### config.mk
export PLATFORM = sky130hd
export DESIGN_NAME = mem_access
export DESIGN_NICKNAME = d
export VERILOG_FILES = /design/src/rtl/mem_access.sv
export SDC_FILE = /design/constraint.sdc
export NUM_CORES = 1
export LEC_CHECK = 0
export BUFFER_PORTS_ARGS = -buffer_cell sky130_fd_sc_hd__clkbuf_2
export CORE_MARGIN = 1
export CORE_UTILIZATION = 40
export CTS_CLUSTER_SIZE = 14
export DETAILED_ROUTE_END_ITERATION = 8
export GPL_ROUTABILITY_DRIVEN = 0
export PLACE_DENSITY = 0.7
export SLEW_MARGIN = 40
export SYNTH_ARGS = -nofsm -noshare
export SYNTH_HDL_FRONTEND = slang
export SYNTH_SLANG_ARGS = --single-unit
### constraint.sdc
create_clock -name clk -period 3.7 [get_ports clk]
set_clock_uncertainty 0.15 [all_clocks]
set_input_delay 0.555 -clock clk [delete_from_list [all_inputs] [get_ports clk]]
set_output_delay 0.555 -clock clk [all_outputs]
set_load 0.1 [all_outputs]
### src/rtl/mem_access.sv
// MEM-stage data memory access unit: turns a load/store from the pipeline
// into a single registered bus transaction, stalls the pipeline while the
// bus is busy, and returns aligned, extended load data once the bus acks.
module mem_access (
  input  logic        clk,
  input  logic        rst,
  input  logic        MemReadM,
  input  logic        MemWriteM,
  input  logic [1:0]  SizeM,
  input  logic        IsUnsignedM,
  input  logic [31:0] ALUOutM,
  input  logic [31:0] WriteDataM,
  input  logic        HoldM,
  output logic        MemReq,
  output logic        MemWE,
  output logic [31:0] MemAddr,
  output logic [3:0]  MemBE,
  output logic [31:0] MemWData,
  input  logic [31:0] MemRData,
  input  logic        MemAck,
  output logic [31:0] ReadDataM,
  output logic [3:0]  BEOutM,
  output logic        StallM,
  output logic        AddrErrM,
  output logic        BusErrM
);

  typedef enum logic [1:0] {IDLE, BUSY, DONE} state_t;

  state_t      state, nextState;
  logic        access;
  logic        misaligned;
  logic        startReq;
  logic        timeout;
  logic [3:0]  beCur;
  logic [31:0] wdRep;
  logic [31:0] readReg;
  logic [7:0]  counter;
  logic [1:0]  sizeReg;
  logic        unsignedReg;
  logic [1:0]  offsetReg;
  logic [7:0]  laneByte;
  logic [15:0] laneHalf;

  assign access     = MemReadM | MemWriteM;
  assign misaligned = ((SizeM == 2'b01) & ALUOutM[0]) |
                      (SizeM[1] & (ALUOutM[1:0] != 2'b00));
  assign startReq   = (state == IDLE) & access & ~misaligned;
  assign timeout    = (counter == 8'hFF) & ~MemAck;
  assign BEOutM     = beCur;
  assign AddrErrM   = (state == IDLE) & access & misaligned;
  assign StallM     = ~rst & (startReq | (state == BUSY));

  // Byte enables and replicated store data for the access presented right now
  always_comb begin
    beCur = 4'b1111;
    wdRep = WriteDataM;
    case (SizeM)
      2'b00: begin
        beCur = 4'b0001 << ALUOutM[1:0];
        wdRep = {4{WriteDataM[7:0]}};
      end
      2'b01: begin
        beCur = 4'b0011 << {ALUOutM[1], 1'b0};
        wdRep = {2{WriteDataM[15:0]}};
      end
      default: begin
        beCur = 4'b1111;
        wdRep = WriteDataM;
      end
    endcase
  end

  // State register
  always_ff @(posedge clk or posedge rst) begin
    if (rst) state <= IDLE;
    else     state <= nextState;
  end

  // Next-state logic: a bus transaction ends on ack or after 256 busy cycles
  always_comb begin
    nextState = state;
    case (state)
      IDLE:    if (startReq) nextState = BUSY;
      BUSY:    if (MemAck || counter == 8'hFF) nextState = DONE;
      DONE:    if (!HoldM) nextState = IDLE;
      default: nextState = IDLE;
    endcase
  end

  // Bus registers, timeout counter, read capture and the bus-error pulse
  always_ff @(posedge clk or posedge rst) begin
    if (rst) begin
      MemReq      <= 1'b0;
      MemWE       <= 1'b0;
      MemAddr     <= '0;
      MemBE       <= '0;
      MemWData    <= '0;
      readReg     <= '0;
      counter     <= '0;
      BusErrM     <= 1'b0;
      sizeReg     <= '0;
      unsignedReg <= 1'b0;
      offsetReg   <= '0;
    end else begin
      BusErrM <= 1'b0;
      case (state)
        IDLE: begin
          if (startReq) begin
            MemReq      <= 1'b1;
            MemWE       <= MemWriteM;
            MemAddr     <= {ALUOutM[31:2], 2'b00};
            MemBE       <= beCur;
            MemWData    <= wdRep;
            sizeReg     <= SizeM;
            unsignedReg <= IsUnsignedM;
            offsetReg   <= ALUOutM[1:0];
            counter     <= '0;
            readReg     <= '0;
          end
        end
        BUSY: begin
          if (MemAck) begin
            readReg <= MemRData;
            MemReq  <= 1'b0;
            counter <= '0;
          end else if (timeout) begin
            readReg <= '0;
            MemReq  <= 1'b0;
            counter <= '0;
            BusErrM <= 1'b1;
          end else begin
            counter <= counter + 8'd1;
          end
        end
        default: ;
      endcase
    end
  end

  // Load data: pick the addressed lane from the captured word and extend it
  always_comb begin
    ReadDataM = '0;
    laneByte  = readReg[{offsetReg, 3'b000} +: 8];
    laneHalf  = offsetReg[1] ? readReg[31:16] : readReg[15:0];
    if (state == DONE && !MemWE) begin
      case (sizeReg)
        2'b00:   ReadDataM = unsignedReg ? {24'd0, laneByte}
                                         : {{24{laneByte[7]}}, laneByte};
        2'b01:   ReadDataM = unsignedReg ? {16'd0, laneHalf}
                                         : {{16{laneHalf[15]}}, laneHalf};
        default: ReadDataM = readReg;
      endcase
    end
  end

endmodule

# Word-level counts from Yosys, hierarchy flattened
# Cells that the tools add are included.
# totals
regBits	116
n_memories	0
latch_bits	0
input_bits	105
output_inout_bits	109
word_cells	76
romBits	0
ram_bits	0
# op_classes
n_mux	26
eq_ne	9
div	0
shifts	3
n_bitwise	13
reduce_logical	12
n_lt_le_gt_ge	0
mul	0
addsub	1
# ops
op	n
2-to-1 mux 32 bit	6
case mux 32 bit (2 select lines)	3
variable part select 32 x 6 -> 8 bit	1
2-to-1 mux 8 bit	3
2-to-1 mux 16 bit	1
case mux 8 bit (2 select lines)	1
adder 8 x 1 -> 8 bit, second input constant	1
== test 8 bit, second input constant	1
case mux 4 bit (2 select lines)	1
AND 1 bit	7
== test 2 x 1 -> 1 bit, second input constant	3
zero test 2 bit	3
2-to-1 mux 1 bit	6
2-to-1 mux 2 bit	3
case mux 2 bit (3 select lines)	1
AND reduction 3 bit	2
!= test 2 bit, second input constant	2
AND reduction 2 bit	2
nonzero test 2 bit	2
left shift 1 x 2 -> 4 bit, first input constant	1
left shift 2 x 2 -> 4 bit, first input constant	1
!= test 3 bit, second input constant	1
NOT 1 bit	3
OR 1 bit	3
other kinds (6)	6

# Logic depth before layout (Yosys ltp)
# depth
depth_word	7
mapped_depth	7
depth_no_buf	5

# Worst setup path before layout
# No wires, ideal clock.
# synth_path
path_type	register to output
start	register MemWE
end	output port ReadDataM[10]
path_stages_with_launch	4
path_slack_ps	119
path_buffers	0
arrival_time_ps	2876
t_required_ps	2995
cell_sequence	dfrtp_1 nor3_1 o21ai_0 a21oi_1
# synth_between
elab_chain_cells	3
# synth_rtl
element	line	rtl
start, declared	15	output logic MemWE,
start signal, assigned	111	MemWE <= MemWriteM;
zero test 1 bit	146	if (state == DONE && !MemWE) begin
logical AND 1 bit	146	
2-to-1 mux 32 bit	146	
end, declared	21	output logic [31:0] ReadDataM,
# No other way between the ends.

# Worst setup path after layout
# layout_path
start	register sizeReg[0]
end	output port ReadDataM[5]
# layout_between
elab_chain_cells	3
word_cells_on_any_way	4
classes_between	eq/ne (1); mux (2); reduce/logical (1)
# layout_rtl
element	line	rtl
start, declared	39	logic [1:0] sizeReg;
start signal, assigned	115	sizeReg <= SizeM;
== test 2 x 1 -> 1 bit or zero test 2 bit (tied branches)	147	case (sizeReg)
case mux 32 bit (2 select lines) (*)	147	
2-to-1 mux 32 bit (*)	146	
# Mark *: on every way between the ends. The rest lies on a longest branch, timed or not.

==> run summary <==
outcome = finished clean
CP startpoint kind = register
largest net degree at the start of global routing = 91
# port buffers = 211
Setup TNS Final = 0 ps
area growth from synthesis to layout = 32.5%
Synth Instances = 483
crit path max fanout = 14
via count = 4,567
register area share after synthesis = 0.528
part of the cycle the worst path needs = 0.882
Ports = 214
fmax = 307 MHz
DP Wirelength = 10,300 um
Setup Fix Bufs, Post-CTS = 0
CP cell instances = nor2b_1 > nor2b_1 > a222oi_1 > nor2_1 > clkbuf_2
first-pass GRT wire length = 23,200 um
hold-fix buffers at CTS = 0
Syn. warnings = 0
worst r2r src = state[0]$_DFFE_PP0P_
Post-synth top flop = dfrtp_1
Worst Setup SP = sizeReg[0]$_DFFE_PP0P_
root buf cell = clkbuf_16
Fillers = 1,199
worst-skew pair later-pin latency = 410 ps
vias in the first global route = 4,617
GRT Total Usage = 0.211
CTS Buffer Depth = 2
DRC = 0
MaxCap Viol Count = 0
fin worst setup slack = 438 ps
post-synth cell types = 51
Final Non-Filler Cells = 878
Critical Path RT = 2990 ps
vias per cell = 5.20
final net count = 796
final hold viol count = 0
TritonCTS clock tree = yes
Routed WL = 14,200 um
RSZ-0062 raised after global routing = false
Core Area = 13,300 sq um
Yosys top cell by area = dfrtp_1
Die Ht = 119 um
CP Class = reg -> out
final-report setup violation count = 0
Worst path slowest cell = dfrtp_1
DR WL/cell = 16.2 um
CTS Sinks = 116
Reg clk slew, reported paths = 50 ps
Die X = 119 um
Least-Margin Pin Slew = 595 ps
Rel. slew slack = 0.602
Critical Path End Type = output pin
CP most frequent cell = nor2b_1
share of cells above drive strength 1 = 0.489
H-tree levels = 4
CTS Buf Count = 17
initial antenna violation count = 0
crit path DAT = 2560 ps
Slew Limit Fails = 0
Setup WS pre-CTS = 872 ps
starting DRC count in detailed routing = 328
Final min period = 3260 ps
DRT Pass-1 Iters = 7
fraction of registers with async set or reset after synthesis = 1.00
Cell Area, Synth = 5500 sq um
Overflow after GRT = 0
max incr delay on CP = 540 ps
Routed Antenna Nets = 0
syn_area_per_cell = 11.4 sq um
commonest non-fill, non-tap cell in the layout = clkbuf_2
Post-synth EDFFs = 0
row count = 42
# diodes = 0
most frequent cells in the layout = 210 x clkbuf_2, 116 x dfrtp_1, 67 x nand2_1, 50 x mux2_2, 42 x o21ai_0
# placed instances = 847
Yosys reg bits = 116
initial core utilization = 0.412
Min-Delay Path Class = in -> async
CTS resizes = 0
DIE AREA = 14,200 sq um
top post-synthesis cells by area = dfrtp_1 53%, mux2_2 10%, a22o_2 5.1%
area share of the largest cell type after synthesis = 0.528
-- routing by layer --
metal,up-vias,share of wire,global-route usage
li1,2137,-,-
met1,2223,0.42,0.254
met2,188,0.49,0.348
met3,19,0.078,0.0714
met4,0,0.016,0.0799
met5,-,0,0
-- per-stage QoR --
step / utilization / cell area, sq um / hold slack (ps)
2_1_floorplan: - / 5510 / 322
3_3_place_gp: 0.499 / 6660 / 312
3_5_place_dp: 0.501 / 6690 / 320
4_1_cts: 0.545 / 7280 / 27.0
5_1_grt: 0.546 / 7280 / 57.8
6_report: 0.546 / 7280 / 27.3
-- critical path, delay by kind of cell (launching register included) --
kind	cells	cell delay, ps
compound gates	1	200
buf+inv	1	480
flops	1	540
simple gates	3	920
-- cell usage after synthesis (6+ instances only) --
| cell type | number |
|---|---|
| mux2_2 | 50 |
| dfrtp_1 | 116 |
| clkbuf_1 | 12 |
| a22o_2 | 28 |
| buf_2 | 8 |
| buf_4 | 8 |
| nor2_1 | 24 |
| a21oi_1 | 23 |
| o21ai_0 | 42 |
| a222oi_1 | 7 |
| mux2i_1 | 25 |
| o21bai_1 | 6 |
| inv_1 | 6 |
| nand2_1 | 67 |
-- registers in the layout, indices dropped and copies added, names as in the netlist --
name	flops
offsetReg	2
readReg	32
sizeReg	2
BusErrM	1
counter	8
unsignedReg	1
MemWData	32
MemBE	4
state	2
MemWE	1
MemReq	1
MemAddr	30
-- cell type report --
| type | instances | area, sq um | area share |
|---|---|---|---|
| clock buffer | 22 | 464 | 0.0637 |
| clock inverter | 9 | 129 | 0.0177 |
| inverter | 6 | 26.3 | 0.00361 |
| multi-input combinational | 329 | 2370 | 0.325 |
| sequential | 116 | 2900 | 0.398 |
| tap | 176 | 220 | 0.0302 |
| timing repair buffer | 220 | 1170 | 0.161 |
-- kinds of logic after synthesis --
family                   synth area share
AO/OA/AOI/OAI                       0.165
XOR/XNOR                          0.00319
adder cells (fa/ha/maj)           0.00228
buffers and inverters              0.0428
flip-flops                          0.528
multiplexers                        0.160
other                            0.000682
AND/OR/NAND/NOR                    0.0976
-- worst paths after layout --
check / end / slack, ps / cells after the start
max: ReadDataM[5] / 440 / 5
min: readReg[31]$_DFFE_PP0P_ / 30 / 2
max reg2reg: readReg[16]$_DFFE_PP0P_ / 1700 / 5
min reg2reg: MemWData[9]$_DFFE_PP0P_ / 330 / 2
max in group asynchronous: MemAddr[20]$_DFFE_PP0P_ / 2530 / 4
min in group clk: readReg[8]$_DFFE_PP0P_ / 200 / 2
Power is not shown: default switching activity piles up to over one toggle a cycle in this logic, so the estimate is an artifact.
